<file path="src/rtl/spi_pkg.sv">
// Shared types and constants for the SPI follower endpoint.
// Frame sizes, TX fill word and MSB alignment helper.
package spi_pkg;

    typedef enum logic {
        IDLE,
        ACTIVE
    } state_t;

    localparam int FRAME_8 = 8;
    localparam int FRAME_16 = 16;
    localparam logic [15:0] TX_FILL = 16'hFFFF;

    // Place the leading bit of either frame size at bit 15.
    function automatic logic [15:0] align_msb(
        input logic [15:0] w,
        input logic        l16
    );
        return l16 ? w : {w[7:0], 8'h00};
    endfunction

endpackage

</file>
<file path="src/rtl/spi_sync_edge.sv">
// Multi-flop synchronizer for an async pin with rise/fall pulses.
// Resets to 0 so a pin already low at reset release gives no fall.
module spi_sync_edge #(
    parameter int SYNC_STAGES = 2
) (
    input  logic clk,
    input  logic rst_n,
    input  logic d,
    output logic level,
    output logic rise,
    output logic fall
);

    logic [SYNC_STAGES-1:0] sync_q;
    logic                   prev_q;

    always_ff @(posedge clk or negedge rst_n) begin
        if (!rst_n) begin
            sync_q <= '0;
            prev_q <= 1'b0;
        end else begin
            sync_q <= {sync_q[SYNC_STAGES-2:0], d};
            prev_q <= sync_q[SYNC_STAGES-1];
        end
    end

    assign level = sync_q[SYNC_STAGES-1];
    assign rise  = level & ~prev_q;
    assign fall  = ~level & prev_q;

endmodule

</file>
<file path="src/rtl/spi_follower.sv">
// SPI follower endpoint: oversampled pins, TX holding register,
// back-to-back 8/16-bit frames, overrun/underrun pulses.
module spi_follower
    import spi_pkg::*;
#(
    parameter int SYNC_STAGES = 2
) (
    input  logic        clk,
    input  logic        rst_n,
    input  logic        cpol,
    input  logic        cpha,
    input  logic        len,
    input  logic        sclk,
    input  logic        cs_n,
    input  logic        mosi,
    output logic        miso,
    output logic        miso_oe,
    input  logic [15:0] tx_data,
    input  logic        tx_valid,
    output logic        tx_ready,
    output logic [15:0] rx_data,
    output logic        rx_valid,
    input  logic        rx_ready,
    output logic        busy,
    output logic        overrun,
    output logic        underrun
);

    logic sclk_s, sclk_rise, sclk_fall;
    logic cs_s, cs_rise, cs_fall;
    logic mosi_s, mosi_rise, mosi_fall;

    spi_sync_edge #(.SYNC_STAGES(SYNC_STAGES)) u_sclk (
        .clk(clk), .rst_n(rst_n), .d(sclk),
        .level(sclk_s), .rise(sclk_rise), .fall(sclk_fall)
    );

    spi_sync_edge #(.SYNC_STAGES(SYNC_STAGES)) u_cs (
        .clk(clk), .rst_n(rst_n), .d(cs_n),
        .level(cs_s), .rise(cs_rise), .fall(cs_fall)
    );

    spi_sync_edge #(.SYNC_STAGES(SYNC_STAGES)) u_mosi (
        .clk(clk), .rst_n(rst_n), .d(mosi),
        .level(mosi_s), .rise(mosi_rise), .fall(mosi_fall)
    );

    logic unused_sigs;
    assign unused_sigs = ^{sclk_s, cs_s, mosi_rise, mosi_fall};

    state_t      state;
    logic        cpol_q, cpha_q, len_q;
    logic [15:0] tx_sh, rx_sh, hold_q;
    logic        hold_full;
    logic [3:0]  bit_cnt;

    logic        lead, trail, smp_edge, sft_edge;
    logic        last_bit, done, do_load;
    logic        ld_len, ld_cpha, ld_fill;
    logic [15:0] ld_word, ld_al;

    always_comb begin
        lead  = cpol_q ? sclk_fall : sclk_rise;
        trail = cpol_q ? sclk_rise : sclk_fall;
        smp_edge = (state == ACTIVE) && (cpha_q ? trail : lead);
        // cpha=0: the trailing edge right after a reload must not shift
        sft_edge = (state == ACTIVE) && (cpha_q ? lead : trail)
                   && (cpha_q || bit_cnt != 4'd0);
        last_bit = bit_cnt == (len_q ? 4'(FRAME_16 - 1)
                                     : 4'(FRAME_8 - 1));
        done     = smp_edge && last_bit;
        do_load  = (state == IDLE) ? cs_fall : (done && !cs_rise);
        ld_len   = (state == IDLE) ? len : len_q;
        ld_cpha  = (state == IDLE) ? cpha : cpha_q;
        ld_word  = TX_FILL;
        ld_fill  = 1'b1;
        if (hold_full) begin
            ld_word = hold_q;
            ld_fill = 1'b0;
        end else if (tx_valid) begin
            ld_word = tx_data;
            ld_fill = 1'b0;
        end
        ld_al = align_msb(ld_word, ld_len);
    end

    assign tx_ready = !hold_full;

    always_ff @(posedge clk or negedge rst_n) begin
        if (!rst_n) begin
            state     <= IDLE;
            cpol_q    <= 1'b0;
            cpha_q    <= 1'b0;
            len_q     <= 1'b0;
            tx_sh     <= '0;
            rx_sh     <= '0;
            hold_q    <= '0;
            hold_full <= 1'b0;
            bit_cnt   <= '0;
            miso      <= 1'b1;
            miso_oe   <= 1'b0;
            busy      <= 1'b0;
            rx_data   <= '0;
            rx_valid  <= 1'b0;
            overrun   <= 1'b0;
            underrun  <= 1'b0;
        end else begin
            overrun  <= 1'b0;
            underrun <= 1'b0;
            if (rx_valid && rx_ready) rx_valid <= 1'b0;
            if (tx_valid && !hold_full) begin
                hold_q    <= tx_data;
                hold_full <= 1'b1;
            end
            if (sft_edge) begin
                miso  <= tx_sh[15];
                tx_sh <= {tx_sh[14:0], 1'b0};
            end
            if (smp_edge) begin
                rx_sh   <= {rx_sh[14:0], mosi_s};
                bit_cnt <= bit_cnt + 4'd1;
            end
            if (done) begin
                rx_data  <= len_q ? {rx_sh[14:0], mosi_s}
                                  : {8'h00, rx_sh[6:0], mosi_s};
                rx_valid <= 1'b1;
                overrun  <= rx_valid && !rx_ready;
                bit_cnt  <= '0;
            end
            unique case (state)
                IDLE: if (cs_fall) begin
                    cpol_q  <= cpol;
                    cpha_q  <= cpha;
                    len_q   <= len;
                    busy    <= 1'b1;
                    miso_oe <= 1'b1;
                    state   <= ACTIVE;
                end
                ACTIVE: if (cs_rise) begin
                    busy    <= 1'b0;
                    miso_oe <= 1'b0;
                    state   <= IDLE;
                end
                default: state <= IDLE;
            endcase
            // Bypass or fill load also cancels a same-cycle capture.
            if (do_load) begin
                tx_sh     <= ld_cpha ? ld_al : {ld_al[14:0], 1'b0};
                miso      <= ld_al[15];
                bit_cnt   <= '0;
                hold_full <= 1'b0;
                underrun  <= ld_fill;
            end
        end
    end

endmodule

</file>
<file path="config.mk">
export PLATFORM = sky130hd
export DESIGN_NAME = spi_follower
export DESIGN_NICKNAME = d
export VERILOG_FILES = /design/src/rtl/spi_pkg.sv /design/src/rtl/spi_sync_edge.sv /design/src/rtl/spi_follower.sv
export SDC_FILE = /design/constraint.sdc
export NUM_CORES = 1
export LEC_CHECK = 0
export ABC_CLOCK_PERIOD_IN_PS = 2700
export BUFFER_PORTS_ARGS = -buffer_cell sky130_fd_sc_hd__buf_2
export CAP_MARGIN = 20
export CORE_MARGIN = 2
export CORE_UTILIZATION = 57
export CTS_CLUSTER_DIAMETER = 200
export CTS_CLUSTER_SIZE = 20
export DETAILED_ROUTE_END_ITERATION = 16
export HOLD_SLACK_MARGIN = 0.08
export PLACE_DENSITY = 0.79
export REMOVE_ABC_BUFFERS = 1
export SLEW_MARGIN = 15
export SYNTH_ARGS = -nofsm -noshare
export SYNTH_HDL_FRONTEND = slang
export SYNTH_SLANG_ARGS = --single-unit
export TNS_END_PERCENT = 30
</file>
<file path="constraint.sdc">
create_clock -name clk -period 2.7 [get_ports clk]
set_input_delay 0.405 -clock clk [delete_from_list [all_inputs] [get_ports clk]]
set_output_delay 0.405 -clock clk [all_outputs]
set_load 0.03 [all_outputs]
</file>
==> results.md, run 1 <==
* Status: completed
* Fin util at 64.9%
* Num rows at 30
* Vias per cell at 5.63
* Final GP Congestion at 0.763
* I/O pins at 49
* Post-synth EDFFs at 0
* Area Growth Syn to Fin at 12.0%
* Total Routed Length at 6.95 mm
* Clock net sink count at 85
* GRT Total Usage at 20.5%
* Prevailing post-synth register cell: dfrtp_1
* Most frequent cells in the layout: 84 x dfrtp_1, 48 x mux2i_1, 47 x buf_2, 45 x mux2_2, 28 x nand2_1
* Fin crit share at 80.5%
* Reg area at 2130 um2
* Grt total ovfl at 0
* Fin cells at 437
* Setup WS pre-CTS at 0.567 ns
* Delay-heaviest family, CP: multiplexers
* Slew HR at 65.6%
* Post-CTS Setup Inserts at 0
* Layout cells sized above 1 at 34.5%
* Final Hold Vio Count at 0
* Starting density of the core at 58.0%
* Maximum fanout along the worst path at 15
* Synthesized instance count at 302
* Drt first pass iters at 4
* LEAKAGE at 2.13 nW
* CTS HTree Levels at 3
* Critical Path Slowest Stage Cell: dfrtp_1
* Bufs on Longest Clock Path at 2
* Async set-or-reset flop fraction in the synthesized netlist at 100%
* Die ar. at 7510 um2
* Commonest non-fill, non-tap cell in the layout: dfrtp_1
* Root buffer cell: clkbuf_8
* Seq/Total Area, Yosys at around 55%
* Sum Neg Setup Slack at 0 ns
* PD cells at 820 nW/um2
* RSZ-0062 raised after global routing: false
* Synth Cell Area at around 4000 um2
* Worst slew pin tran at between 0.5 and 0.6 ns
* Die height at 86.7 um
* Hold crit path type: primary input to register
* Core area at 6720 um2
* First-pass GRT wire length at approximately 12 mm
* Max Cap Viol at 0
* Crit path kind: register to register
* Die X at 86.7 um
* Pin count of the biggest net entering global routing at between 70 and 80
* TritonCTS buffer count at 9
* Hold slack at around 0.15 ns
* Worst path required time at 2.97 ns
* Vias at 2462
* Worst Path Arrival at 2.44 ns
* Multi-input logic area at 1620 um2
* Initial DRC count at 112
* CTS tree: yes
* Max Freq at 460 MHz
* Slew Limit Fails at 0
* Worst skew pair latency at 0.35 ns
* Post-DP HPWL at between 4 and 5 mm
* Yosys synthesis warning count at 0
* Antenna diodes at 0
* Crit end category: register
* Yosys reg bits at 85
* Peak supply drop at 448 uV
* Avg Synthesized Cell Area at 12.9 um2
* Residual DRC count at 0
* Worst reg2reg setup slack at between 0.5 and 0.6 ns
* Post-layout worst setup margin at 0.525 ns
* CP peak stage delay at between 0.4 and 0.5 ns
* CP Launch Type: register
* CP Cell Sequence: xor2_2 -> mux2i_2 -> nand3_4 -> a21oi_4 -> buf_12 -> mux2i_1
* Initial antenna violation count at 0
* Layout Nets at 380
* Placed Cells at 420
* WL/cell at 15.9 um
* Vias in the first global route at 2473
* Worst Path Buf+Inv at 1
* Filler Cell Count at 526
* Fin Clk Skew at 0.00612 ns
* Crit path time final at 2.17 ns
* CTS clk-pin slew, worst paths at roughly 0.08 ns
* Cell variety after synth at 39
* Port-buffer cells at 48
* Final setup vio count at 0
* Antenna viol nets, final at 0
## through the flow
stage | power [mW] | instance area, um2
6_report | 3.58 | 4360
5_1_grt | 3.81 | 4360
4_1_cts | 3.62 | 4360
3_5_place_dp | 2.82 | 4190
3_3_place_gp | 2.76 | 4190
2_1_floorplan | 2.52 | 3760
## synth_stat cells (3+ instances only)
library cell / count / area, um2
dfrtp_1: 84 / 2100
buf_4: 3 / 22.5
a21oi_1: 3 / 15.0
mux2_2: 45 / 507
buf_2: 3 / 15.0
inv_1: 4 / 15.0
o22ai_1: 8 / 50.1
o221ai_1: 7 / 61.3
mux2i_1: 48 / 480
nand2_1: 28 / 105
nand2b_1: 5 / 31.3
clkbuf_1: 5 / 18.8
nor2_1: 8 / 30.0
o21ai_0: 20 / 100
## kinds of logic (layout without fill, tap and decap cells)
family | Yosys count | after routing | share of synthesized area [%]
buffers and inverters | 22 | 77 | 3.85
DFF | 85 | 85 | 54.6
xor gates and xnor gates | 3 | 3 | 0.867
adders and majority gates | 2 | 2 | 0.642
muxes | 95 | 95 | 26.0
and+or+nand+nor | 55 | 55 | 7.19
AOI/OAI and AO/OA | 40 | 40 | 6.78
## sequential cells by signal, summed over array words and instances, names as in the netlist, 2 cells and up
signal         count
rx_data           16
rx_sh             15
u_mosi.sync_q      2
tx_sh             16
u_cs.sync_q        2
hold_q            16
bit_cnt            4
u_sclk.sync_q      2
## final timing paths
path	from	end	cells past startpoint
min reg2reg	u_mosi.sync_q[0]	u_mosi.sync_q[1]	0
max	cpol_q	tx_sh[4]	6
max in group asynchronous	rst_n	tx_sh[12]	3
min	mosi	u_mosi.sync_q[0]	1
max reg2reg	cpol_q	tx_sh[4]	6
min in group asynchronous	rst_n	u_sclk.prev_q	2
## power by group
part | internal [mW] | total [mW] | switching (mW)
clock | 0.336 | 0.786 | 0.449
sequential | 1.58 | 1.80 | 0.214
combinational | 0.495 | 0.996 | 0.502
total | 2.41 | 3.58 | 1.17
## per-layer routing
metal | track usage [%] | wire [um] | up-vias
met3 | 5.52 | 254 | 5
met4 | 6.39 | 73 | 0
met1 | 26.6 | 3060 | 1231
met2 | 33.8 | 3560 | 44
li1 | - | - | 1182
met5 | 0 | 0 | -
## worst register-to-register path, stage by stage, from the launching register on
cell	delay [ns]
dfrtp_1	0.44
xor2_2	0.33
mux2i_2	0.38
nand3_4	0.13
a21oi_4	0.38
buf_12	0.21
mux2i_1	0.22
## area by class of cell
type | count | share of cell area, %
clock inverter | 5 | 0.832
multi-input combinational | 195 | 37.1
sequential | 85 | 48.8
inverter | 5 | 0.430
timing repair buffer | 56 | 7.57
tap | 80 | 2.29
clock buffer | 11 | 3.01
## what timing repair did
item / 4_1_cts / 5_1_grt
endpoints found under the hold margin: 13 / 0
gates resized for setup: 0 / 0
hold buffers: 1 / 0
(Power assumes the default switching activity.)
==> run 2: changes to the inputs <==
Settings changed: ABC_CLOCK_PERIOD_IN_PS 2700 to 2200.
Clock period 2.7 ns to 2.2 ns, I/O delays scaled along.
==> results.md, run 2 (synthesized netlist as in run 1, its figures left out) <==
* Max Cap Viol at 0
* Antenna diodes at 0
* Post-CTS Setup Inserts at 0
* Area after DPL at about 4200 um2
* Initial antenna violation count at 0
* Fin util at about 66%
* Initial DRC count at 154
* Worst path required time at 2.43 ns
* Filler Cell Count at 504
* TritonCTS buffer count at 9
* Multi-input logic area at 1620 um2
* Die ar. at between 7000 and 8000 um2
* Fin crit share at 94.5%
* Crit path time final at just over 2 ns
* Vias in the first global route at 2410
* Final Hold Vio Count at 0
* Delay-heaviest family, CP: simple AND/OR/NAND/NOR gates
* CTS clk-pin slew, worst paths at about 0.080 ns
* Vias at 2423
* Crit end category: register
* Num rows at 30
* Crit path top cell by count: mux2i_1
* Setup WS pre-CTS at 0.153 ns
* RSZ-0062 raised after global routing: false
* Post-cts sizing count at 0
* CTS HTree Levels at 3
* Final instance area at 4460 um2
* Final GP Congestion at approximately 0.76
* Slew HR at between 70% and 80%
* Grt total ovfl at 0
* Worst skew pair latency at between 0.3 and 0.4 ns
* Most frequent cells in the layout: 84 x dfrtp_1, 48 x mux2i_1, 47 x buf_2, 45 x mux2_2, 28 x nand2_1
* CP peak stage delay at 0.43 ns
* Die X at roughly 87 um
* Final setup vio count at 0
* Hold slack at 0.219 ns
* First-pass GRT wire length at 11.5 mm
* Commonest non-fill, non-tap cell in the layout: dfrtp_1
* Core area at 6720 um2
* CP Launch Type: register
* Layout Nets at 388
* Cts hold-fix bufs at 4
* I/O pins at slightly below 50
* Largest regs: hold_q: 16 flops, rx_data: 16 flops, tx_sh: 16 flops
* Worst slew pin tran at 0.414 ns
* Maximum fanout along the worst path at 16
* WL/cell at 15.3 um
* GRT Total Usage at roughly a fifth
* PD cells at 1030 nW/um2
* Max Freq at 481 MHz
* Status: completed
* Bufs on Longest Clock Path at 2
* Worst Path Buf+Inv at 2
* Drt first pass iters at 4
* Hold crit path type: primary input to register
* Root buffer cell: clkbuf_8
* Clock net sink count at 85
* Starting density of the core at 58.0%
* Layout cells sized above 1 at 35.3%
* Pin count of the biggest net entering global routing at 54
* Sum Neg Setup Slack at 0 ns
* Placed Cells at ~430
* Worst Path Arrival at 2.31 ns
* Total Routed Length at 6.82 mm
* Peak supply drop at ~520 uV
* Vias per cell at around 5.4
* Post-layout worst setup margin at 0.121 ns
* LEAKAGE at 2.19 nW
* Reg area at about 2100 um2
* Fin cells at 445
* Crit path kind: register to register
* Total Power at 4.58 mW
* CTS tree: yes
* Port-buffer cells at 48
* Post-DP HPWL at 4.74 mm
* Critical Path Slowest Stage Cell: dfrtp_1
* Slew Limit Fails at 0
* Die height at slightly below 90 um
* Residual DRC count at 0
* Antenna viol nets, final at 0
* CP Cell Sequence: inv_1 -> ha_1 -> nor4b_1 -> nor4_2 -> a31oi_4 -> buf_4 -> mux2i_1 -> mux2i_1
* Fin Clk Skew at 0.00843 ns
* Area Growth Syn to Fin at 14.5%
[run 2: cell count changes in the layout (fill, tap and decap cells not counted)]
cell / previous run / this run
clkinv_2: 1 / 0
clkinvlp_4: 3 / 1
dlygate4sd3_1: 1 / 4
clkinv_4: 0 / 1
clkbuf_8: 9 / 11
clkbuf_1: 2 / 1
bufinv_16: 0 / 1
buf_4: 6 / 12
buf_12: 2 / 1
[run 2: per-layer routing]
metal	vias up	GRT usage, %	wire, um
met3	16	5.81	245
met4	0	7.67	180
met2	51	32.0	3270
met5	-	0	0
li1	1193	-	-
met1	1163	26.2	3130
[run 2: worst reg2reg max path, cell delays in order (launching register included)]
cell and delay, ns:
dfrtp_1 0.43, inv_1 0.09, ha_1 0.16, nor4b_1 0.36, nor4_2 0.10, a31oi_4 0.17, buf_4 0.29, mux2i_1 0.26
mux2i_1 0.09
[run 2: final timing paths]
path | startpoint | to | slack [ns] | depth (start not counted)
max | bit_cnt[0] | tx_sh[12] | 0.12 | 8
max reg2reg | bit_cnt[0] | tx_sh[12] | 0.12 | 8
min in group asynchronous | rst_n | hold_q[13] | 0.46 | 2
min reg2reg | u_cs.sync_q[0] | u_cs.sync_q[1] | 0.35 | 0
min | tx_data[14] | hold_q[14] | 0.22 | 2
max in group asynchronous | rst_n | miso | 1.10 | 3
[run 2: report_power, final]
| part | switching, mW | leakage, nW | internal, mW | total [mW] |
|---|---|---|---|---|
| registers | 0.238 | 1.07 | 1.94 | 2.18 |
| clock network | 0.546 | 0.103 | 0.593 | 1.14 |
| logic | 0.631 | 1.02 | 0.625 | 1.26 |
| total | 1.42 | 2.19 | 3.16 | 4.58 |
[run 2: final cells by class]
type | instances | share of cell area, %
clock buffer | 12 | 3.48
sequential | 85 | 47.7
tap | 80 | 2.24
inverter | 5 | 0.421
timing repair buffer | 64 | 8.64
clock inverter | 4 | 1.23
multi-input combinational | 195 | 36.3
